--- config.mk ---
export PLATFORM = sky130hd
export DESIGN_NAME = aes_frame_ctrl
export DESIGN_NICKNAME = d
export VERILOG_FILES = /design/src/rtl/aes_link_pkg.sv /design/src/rtl/aes_watchdog.sv /design/src/rtl/aes_frame_ctrl.sv
export SDC_FILE = /design/constraint.sdc
export NUM_CORES = 1
export LEC_CHECK = 0
export ABC_AREA = 1
export BUFFER_PORTS_ARGS = -buffer_cell sky130_fd_sc_hd__buf_2
export CAP_MARGIN = 5
export CORE_MARGIN = 5
export CORE_UTILIZATION = 37
export DETAILED_ROUTE_END_ITERATION = 8
export GPL_ROUTABILITY_DRIVEN = 1
export PLACE_DENSITY = 0.6
export SETUP_SLACK_MARGIN = 0.4
export SYNTH_ARGS = -nofsm -noshare
export SYNTH_HDL_FRONTEND = slang
export SYNTH_SLANG_ARGS = --single-unit
--- constraint.sdc ---
create_clock -name clk -period 2.7 [get_ports clk]
set_input_delay 0.135 -clock clk [delete_from_list [all_inputs] [get_ports clk]]
set_output_delay 0.135 -clock clk [all_outputs]
set_load 0.005 [all_outputs]
--- src/rtl/aes_link_pkg.sv ---
// Shared definitions for the RS-232 <-> AES frame controller.
// State encoding, frame header and block geometry.
package aes_link_pkg;

  typedef enum logic [2:0] {
    IDLE     = 3'd0,
    HALF     = 3'd1,
    LAUNCH   = 3'd2,
    WAIT_AES = 3'd3,
    TX_HDR   = 3'd4,
    TX_GAP   = 3'd5,
    TX_WAIT  = 3'd6,
    TX_DATA  = 3'd7
  } state_t;

  localparam logic [7:0] HDR_BYTE = 8'h02;

  localparam int BLOCK_W         = 128;
  localparam int PKT_W           = 64;
  localparam int BYTES_PER_BLOCK = 16;

endpackage

--- src/rtl/aes_watchdog.sv ---
// Watchdog counter for the AES core round trip.
// Cleared at launch, counts while enabled, flags the last allowed cycle.
module aes_watchdog #(
  parameter int AES_TIMEOUT = 4096,
  parameter int CNT_W       = 13
) (
  input  logic clk,
  input  logic rst,
  input  logic clr,
  input  logic en,
  output logic expire
);

  logic [CNT_W-1:0] cnt;

  always_ff @(posedge clk) begin
    if (rst || clr)
      cnt <= '0;
    else if (en)
      cnt <= cnt + 1'b1;
  end

  assign expire = (cnt == CNT_W'(AES_TIMEOUT - 1));

endmodule

--- src/rtl/aes_frame_ctrl.sv ---
// Sequences the shared AES core between the UART receive and
// transmit paths: two packets in, header plus 16 result bytes out.
module aes_frame_ctrl
  import aes_link_pkg::*;
#(
  parameter int         AES_TIMEOUT = 4096,
  parameter logic [7:0] HDR_BYTE    = aes_link_pkg::HDR_BYTE,
  parameter int         CNT_W       = 13
) (
  input  logic               clk,
  input  logic               rst,
  input  logic               rx_valid,
  input  logic [PKT_W-1:0]   rx_data,
  output logic               rx_ready,
  output logic               aes_start,
  output logic [BLOCK_W-1:0] aes_din,
  input  logic               aes_done,
  input  logic [BLOCK_W-1:0] aes_dout,
  output logic               tx_start,
  output logic [7:0]         tx_byte,
  input  logic               tx_busy,
  output logic               busy,
  output logic               err_timeout
);

  state_t state, state_nx;

  logic [BLOCK_W-1:0] din_q;
  logic [BLOCK_W-1:0] res_q;
  logic [3:0]         byte_idx;
  logic               last_q;
  logic [7:0]         byte_q;
  logic               wd_clr;
  logic               wd_en;
  logic               wd_exp;

  aes_watchdog #(
    .AES_TIMEOUT(AES_TIMEOUT),
    .CNT_W      (CNT_W)
  ) u_wd (
    .clk   (clk),
    .rst   (rst),
    .clr   (wd_clr),
    .en    (wd_en),
    .expire(wd_exp)
  );

  always_ff @(posedge clk) begin
    if (rst)
      state <= IDLE;
    else
      state <= state_nx;
  end

  always_comb begin
    state_nx    = state;
    rx_ready    = 1'b0;
    aes_start   = 1'b0;
    tx_start    = 1'b0;
    err_timeout = 1'b0;
    wd_clr      = 1'b0;
    wd_en       = 1'b0;
    unique case (state)
      IDLE: begin
        rx_ready = 1'b1;
        if (rx_valid)
          state_nx = HALF;
      end
      HALF: begin
        rx_ready = 1'b1;
        if (rx_valid)
          state_nx = LAUNCH;
      end
      LAUNCH: begin
        aes_start = 1'b1;
        wd_clr    = 1'b1;
        state_nx  = WAIT_AES;
      end
      WAIT_AES: begin
        // a completion on the expiry cycle still counts as success
        if (aes_done) begin
          state_nx = TX_HDR;
        end else begin
          wd_en = 1'b1;
          if (wd_exp) begin
            err_timeout = 1'b1;
            state_nx    = IDLE;
          end
        end
      end
      TX_HDR: begin
        if (!tx_busy) begin
          tx_start = 1'b1;
          state_nx = TX_GAP;
        end
      end
      TX_GAP: begin
        state_nx = TX_WAIT;
      end
      TX_WAIT: begin
        if (!tx_busy)
          state_nx = last_q ? IDLE : TX_DATA;
      end
      TX_DATA: begin
        if (!tx_busy) begin
          tx_start = 1'b1;
          state_nx = TX_GAP;
        end
      end
      default: state_nx = IDLE;
    endcase
  end

  always_ff @(posedge clk) begin
    if (rst) begin
      din_q    <= '0;
      res_q    <= '0;
      byte_idx <= '0;
      last_q   <= 1'b0;
      byte_q   <= '0;
    end else begin
      if (state == IDLE && rx_valid)
        din_q[BLOCK_W-1:PKT_W] <= rx_data;
      if (state == HALF && rx_valid)
        din_q[PKT_W-1:0] <= rx_data;
      if (state == WAIT_AES && aes_done) begin
        res_q    <= aes_dout;
        byte_idx <= '0;
        last_q   <= 1'b0;
        byte_q   <= HDR_BYTE;
      end
      // result shifts out MSB byte first
      if (state == TX_WAIT && !tx_busy && !last_q) begin
        byte_q <= res_q[BLOCK_W-1 -: 8];
        res_q  <= res_q << 8;
      end
      if (state == TX_DATA && !tx_busy) begin
        byte_idx <= byte_idx + 1'b1;
        last_q   <= (byte_idx == 4'(BYTES_PER_BLOCK - 1));
      end
    end
  end

  assign aes_din = din_q;
  assign tx_byte = byte_q;
  assign busy    = (state != IDLE);

endmodule

After elaboration in Yosys (flattened, before gate mapping)
Cells that the tools add are included.
Storage, ports and cells
  flip-flop bits (word level): 285
  input bits: 197
  output and inout bits: 141
  word-level logic and storage cells: 67
Operators by class
  $add $sub $neg: 2
  eq/ne operators: 14
  muxes and demuxes: 25
  reduce and logical (&&, ||, !) cells: 17
Operator list (count)
  2-to-1 mux 128 bit: 2
  2-to-1 mux 3 bit: 7
  one-hot mux 3 bit (7 select lines): 1
  2-to-1 mux 8 bit: 2
  adder 13 x 1 -> 13 bit, second input constant: 1
  equality test 13 x 12 -> 1 bit, second input constant: 1
  equality test 3 bit, second input constant: 4
  2-to-1 mux 1 bit: 11
  2-to-1 mux 4 bit: 2
  != test 2 bit, second input constant: 4
  equality test 3 x 2 -> 1 bit, second input constant: 2
  logical AND 1 bit: 6
  OR reduction 2 bit: 3
  AND reduction 5 bit: 1
  adder 4 x 1 -> 4 bit, second input constant: 1
  equality test 4 bit, second input constant: 1
  nonzero test 2 bit: 2
  equality test 3 x 1 -> 1 bit, second input constant: 1
  zero test 3 bit: 1
  != test 3 x 2 -> 1 bit, second input constant: 1
  nonzero test 3 bit: 1
  zero test 1 bit: 2
  logical OR 1 bit: 1

Logic depth before layout (Yosys ltp)
  depth after elaboration: 4
  depth in mapped cells: 12
  depth with buffers taken out: 10

Modules after synthesis
A second synthesis with hierarchy kept.
Unflattened totals
  cell total of the unflattened synthesis: 1732
  area total of the unflattened synthesis: 11793.8 um^2
By module, submodules not included
  aes_frame_ctrl: times used 1, cells each 1635, area each 11144.4 um^2
  aes_watchdog: times used 1, cells each 97, area each 649.4 um^2

Worst setup path before layout
Ideal clock, no wire load.
  kind: register to register
  from: reg state[2]
  to: reg res_q[24]
  library setup time: 128 ps
  data arrival time: 1303 ps
  slack: 1270 ps
  stages on the path, launching flop included: 13
  buffers on the path: 3
  clock period less this slack: 1430 ps
  cells stage by stage: dfxtp_1 buf_6 inv_2 nor2_2 nand2_2 nor2_4 inv_2 nand2_2 inv_4 buf_6 buf_6 a21oi_1 nor2_1
Between the ends
  cells in the longest elaborated chain, start to end: 4
  elaborated cells on any way between the ends: 7
  those cells by class: 2 x eq/ne; 1 x mux; 4 x reduce/logical
Ends and longest elaborated chain
  from (decl): line aes_frame_ctrl.sv:26  | state_t state, state_nx;
  from (signal assigned): line aes_frame_ctrl.sv:52  | state <= state_nx;
  equality test 3 bit: line aes_frame_ctrl.sv:133  | if (state == TX_WAIT && !tx_busy && !last_q) begin
  logical AND 1 bit (2 in a row): line aes_frame_ctrl.sv:133
  2-to-1 mux 128 bit or nonzero test 2 bit (tied branches)
  to (signal assigned): line aes_frame_ctrl.sv:127  | res_q <= aes_dout;
  to (signal assigned): line aes_frame_ctrl.sv:135  | res_q <= res_q << 8;
  to (decl): line aes_frame_ctrl.sv:29  | logic [BLOCK_W-1:0] res_q;
Parallel ways exist; a longest one is shown, timed or not.
A chain may end at the register's enable or synchronous reset.

Final worst setup path
  from: reg state[2]
  to: reg res_q[53]
Same word-level chain as after synthesis.

==> reports/metrics.csv <==
metric;value;unit
fmax;0.489;GHz
cts_sinks;285;
dieArea;32800;um^2
cts_made_buffers;34;
setup_viol;0;
design_power_total;0.0123;W
period_needed;2050;ps
postSynthNetCount;1574;
worst_pin_slew;855;ps
htreeDepth;2;
critPathLaunch;state[2]$_SDFFE_PP0P_;
fin_nets;2054;
whs;103;ps
yosysUniqueCellTypes;27;
drv_slew;0;
critPathKind;flop to flop;
fin_setup_tns;0;ps
required;3120;ps
layout-drive-gt1-share;22.3;%
coreArea;28900;um^2
wl;34700;um
start_util;37.6;%
p_leak;6.58;nW
timing.rr.end;res_q[53]$_SDFFE_PP0P_;
area_delta_synth_final;44.9;%
dr.pass1.iters;5;
vias;11000;
critPathCapture;res_q[53]$_SDFFE_PP0P_;
seq_area_frac_synth;52.6;%
num_rows;62;
rrSetupSlack;650;ps
r2r_cells;7;
insertion_delay;510;ps
clk_path_buf_depth;3;
start_kind;flop;
rr_startpoint;state[2]$_SDFFE_PP0P_;
ioPinCount;338;
crit_fanout;81;
detail_route.wl_per_cell;15.3;um
max_slew_margin;43.0;%
ir_drop;0.759;mV
drc;0;
cpMaxStageDelayCell;dfxtp_1;
root_buffer;clkbuf_16;
fin_worst_skew;25.5;ps
grt_pass1_vias;10900;
fin_crit_sh;75.8;%
gp_congestion;0.795;
grt_pass1_wl;56100;um
grt_antenna_before_repair;3;
viasPerCell;4.85;
syn-cell-area;10800;um^2
pre_cts_slack;698;ps
path_cells;nor2_2 > nand2_1 > nand2_2 > inv_4 > buf_12 > nand2_1 > a21oi_1;
path_common_cell;nand2_1;
hold_path_class;input port to flop;
drtIter0Drc;805;
yosysWarnings;0;
io_buffers;337;
powerDensity;781;nW/um^2
ys_ff_latch;285;
post_cts_buffers;0;
cpPeakStageDelay;520;ps
grt_max_degree;132;
hpwl;21900;um
worst_slack;654;ps
design_area;15700;um^2
dpl-instance-area;12700;um^2
hold_viol_final;0;
netlist_instances;1375;
ant_nets;0;
status;finished, final reports clean;
cts_tree;built;
synth.avg_cell_area;7.89;um^2
crit_arrival;2470;ps
grt_usage;20.2;%
clkTransAtPathRegs;60;ps
worstSetupEndpointType;flop;
die_w;181;um
rsz0062_at_grt;false;
cap_violations;0;
die_h;181;um
overflow;0;
## metal layers
| layer | vias to the layer above | GRT usage (%) | routed length, um |
|---|---|---|---|
| met5 | - | 0 | 0 |
| met4 | 0 | 5.70 | 860 |
| met3 | 62 | 7.90 | 3370 |
| met2 | 384 | 32.5 | 15900 |
| met1 | 4998 | 25.2 | 14600 |
| li1 | 5530 | - | - |
## critical path: cells and delay by family (launching register included)
kind / cells / cell delay (ps)
and+or+nand+nor: 4 / 480
buffers and inverters: 2 / 750
DFF: 1 / 520
AOI/OAI and AO/OA: 1 / 180
## metrics by stage
stage / util, % / cells
after CTS: 54.4 / 2260
after global routing: 54.5 / 2263
after global placement: 44.1 / 2010
final: 54.5 / 2263
after floorplan: - / 1375
after detailed placement: 44.1 / 2010
## placed cells by master (no fill, tap or decap), types with 35 or more instances in the layout
| master | synthesis | layout |
|---|---|---|
| o21ai_0 | 136 | 136 |
| nand2_1 | 235 | 235 |
| dlygate4sd3_1 | 0 | 193 |
| clkbuf_16 | 0 | 35 |
| buf_2 | 31 | 336 |
| dfxtp_1 | 285 | 285 |
| a22oi_1 | 106 | 106 |
| inv_1 | 89 | 89 |
| a21oi_1 | 215 | 215 |
| nor2_1 | 167 | 167 |
## logic make-up after synthesis
family / after synthesis / share of synthesized area (%)
AOI/OAI and AO/OA: 458 / 23.6
and+or+nand+nor: 432 / 15.5
DFF: 285 / 52.6
buffers and inverters: 196 / 7.92
xor gates and xnor gates: 2 / 0.162
adders and majority gates: 2 / 0.231
## cell type report
class / instances / area [um^2]
well taps: 384 / 480
fillers: 2666 / 13100
multi-input cells: 894 / 4300
inverters: 97 / 369
repair buffers: 543 / 3790
diodes: 3 / 7.51
flip-flops and latches: 285 / 5710
clock inverters: 7 / 61.3
clock buffers: 50 / 1000
## state kept, by name, summed over array words and instances, names as in the netlist
register / flops
tx_byte: 8
byte_idx: 4
aes_din: 128
last_q: 1
res_q: 128
u_wd.cnt: 13
state: 3
## Yosys cell counts, drive strengths merged
| library cell | instances | area [um^2] |
|---|---|---|
| nor2 | 172 | 663 |
| clkinv | 1 | 3.75 |
| xor2 | 1 | 8.76 |
| nor3 | 2 | 10.0 |
| inv | 96 | 363 |
| nand3 | 16 | 80.1 |
| nand2 | 238 | 901 |
| buf | 46 | 294 |
| clkbuf | 53 | 199 |
| a21oi | 215 | 1080 |
| ha | 2 | 25.0 |
| o211ai | 1 | 7.51 |
| dfxtp | 285 | 5710 |
| nand4 | 2 | 12.5 |
| a22oi | 106 | 796 |
| or2 | 2 | 12.5 |
| o21ai | 136 | 681 |
| xnor2 | 1 | 8.76 |
## timing repair
item	4_1_cts	5_1_grt
hold buffers	193	0
resized for setup	0	0
setup endpoints to repair	0	0
hold endpoints to repair	258	0
## where the power goes
group	switching [W]	internal [W]	leakage, nW
clock	0.00174	0.00257	0.525
sequential	0.000339	0.00483	2.32
combinational	0.00161	0.00118	3.74
total	0.00369	0.00859	6.58
## worst min-delay path by stage
stage | start | end | slack, ps | cells past startpoint
after detailed placement | aes_dout[7] | res_q[7]$_SDFFE_PP0P_ | 400 | 3
after global placement | aes_dout[2] | res_q[2]$_SDFFE_PP0P_ | 390 | 3
after floorplan | aes_dout[0] | res_q[0]$_SDFFE_PP0P_ | 280 | 2
after CTS | tx_busy | tx_byte[1]$_SDFFE_PP0P_ | 90 | 5
final | tx_busy | tx_byte[1]$_SDFFE_PP0P_ | 100 | 5
after global routing | tx_busy | tx_byte[1]$_SDFFE_PP0P_ | 120 | 5
No activity file was read; power rests on OpenSTA's default activity.
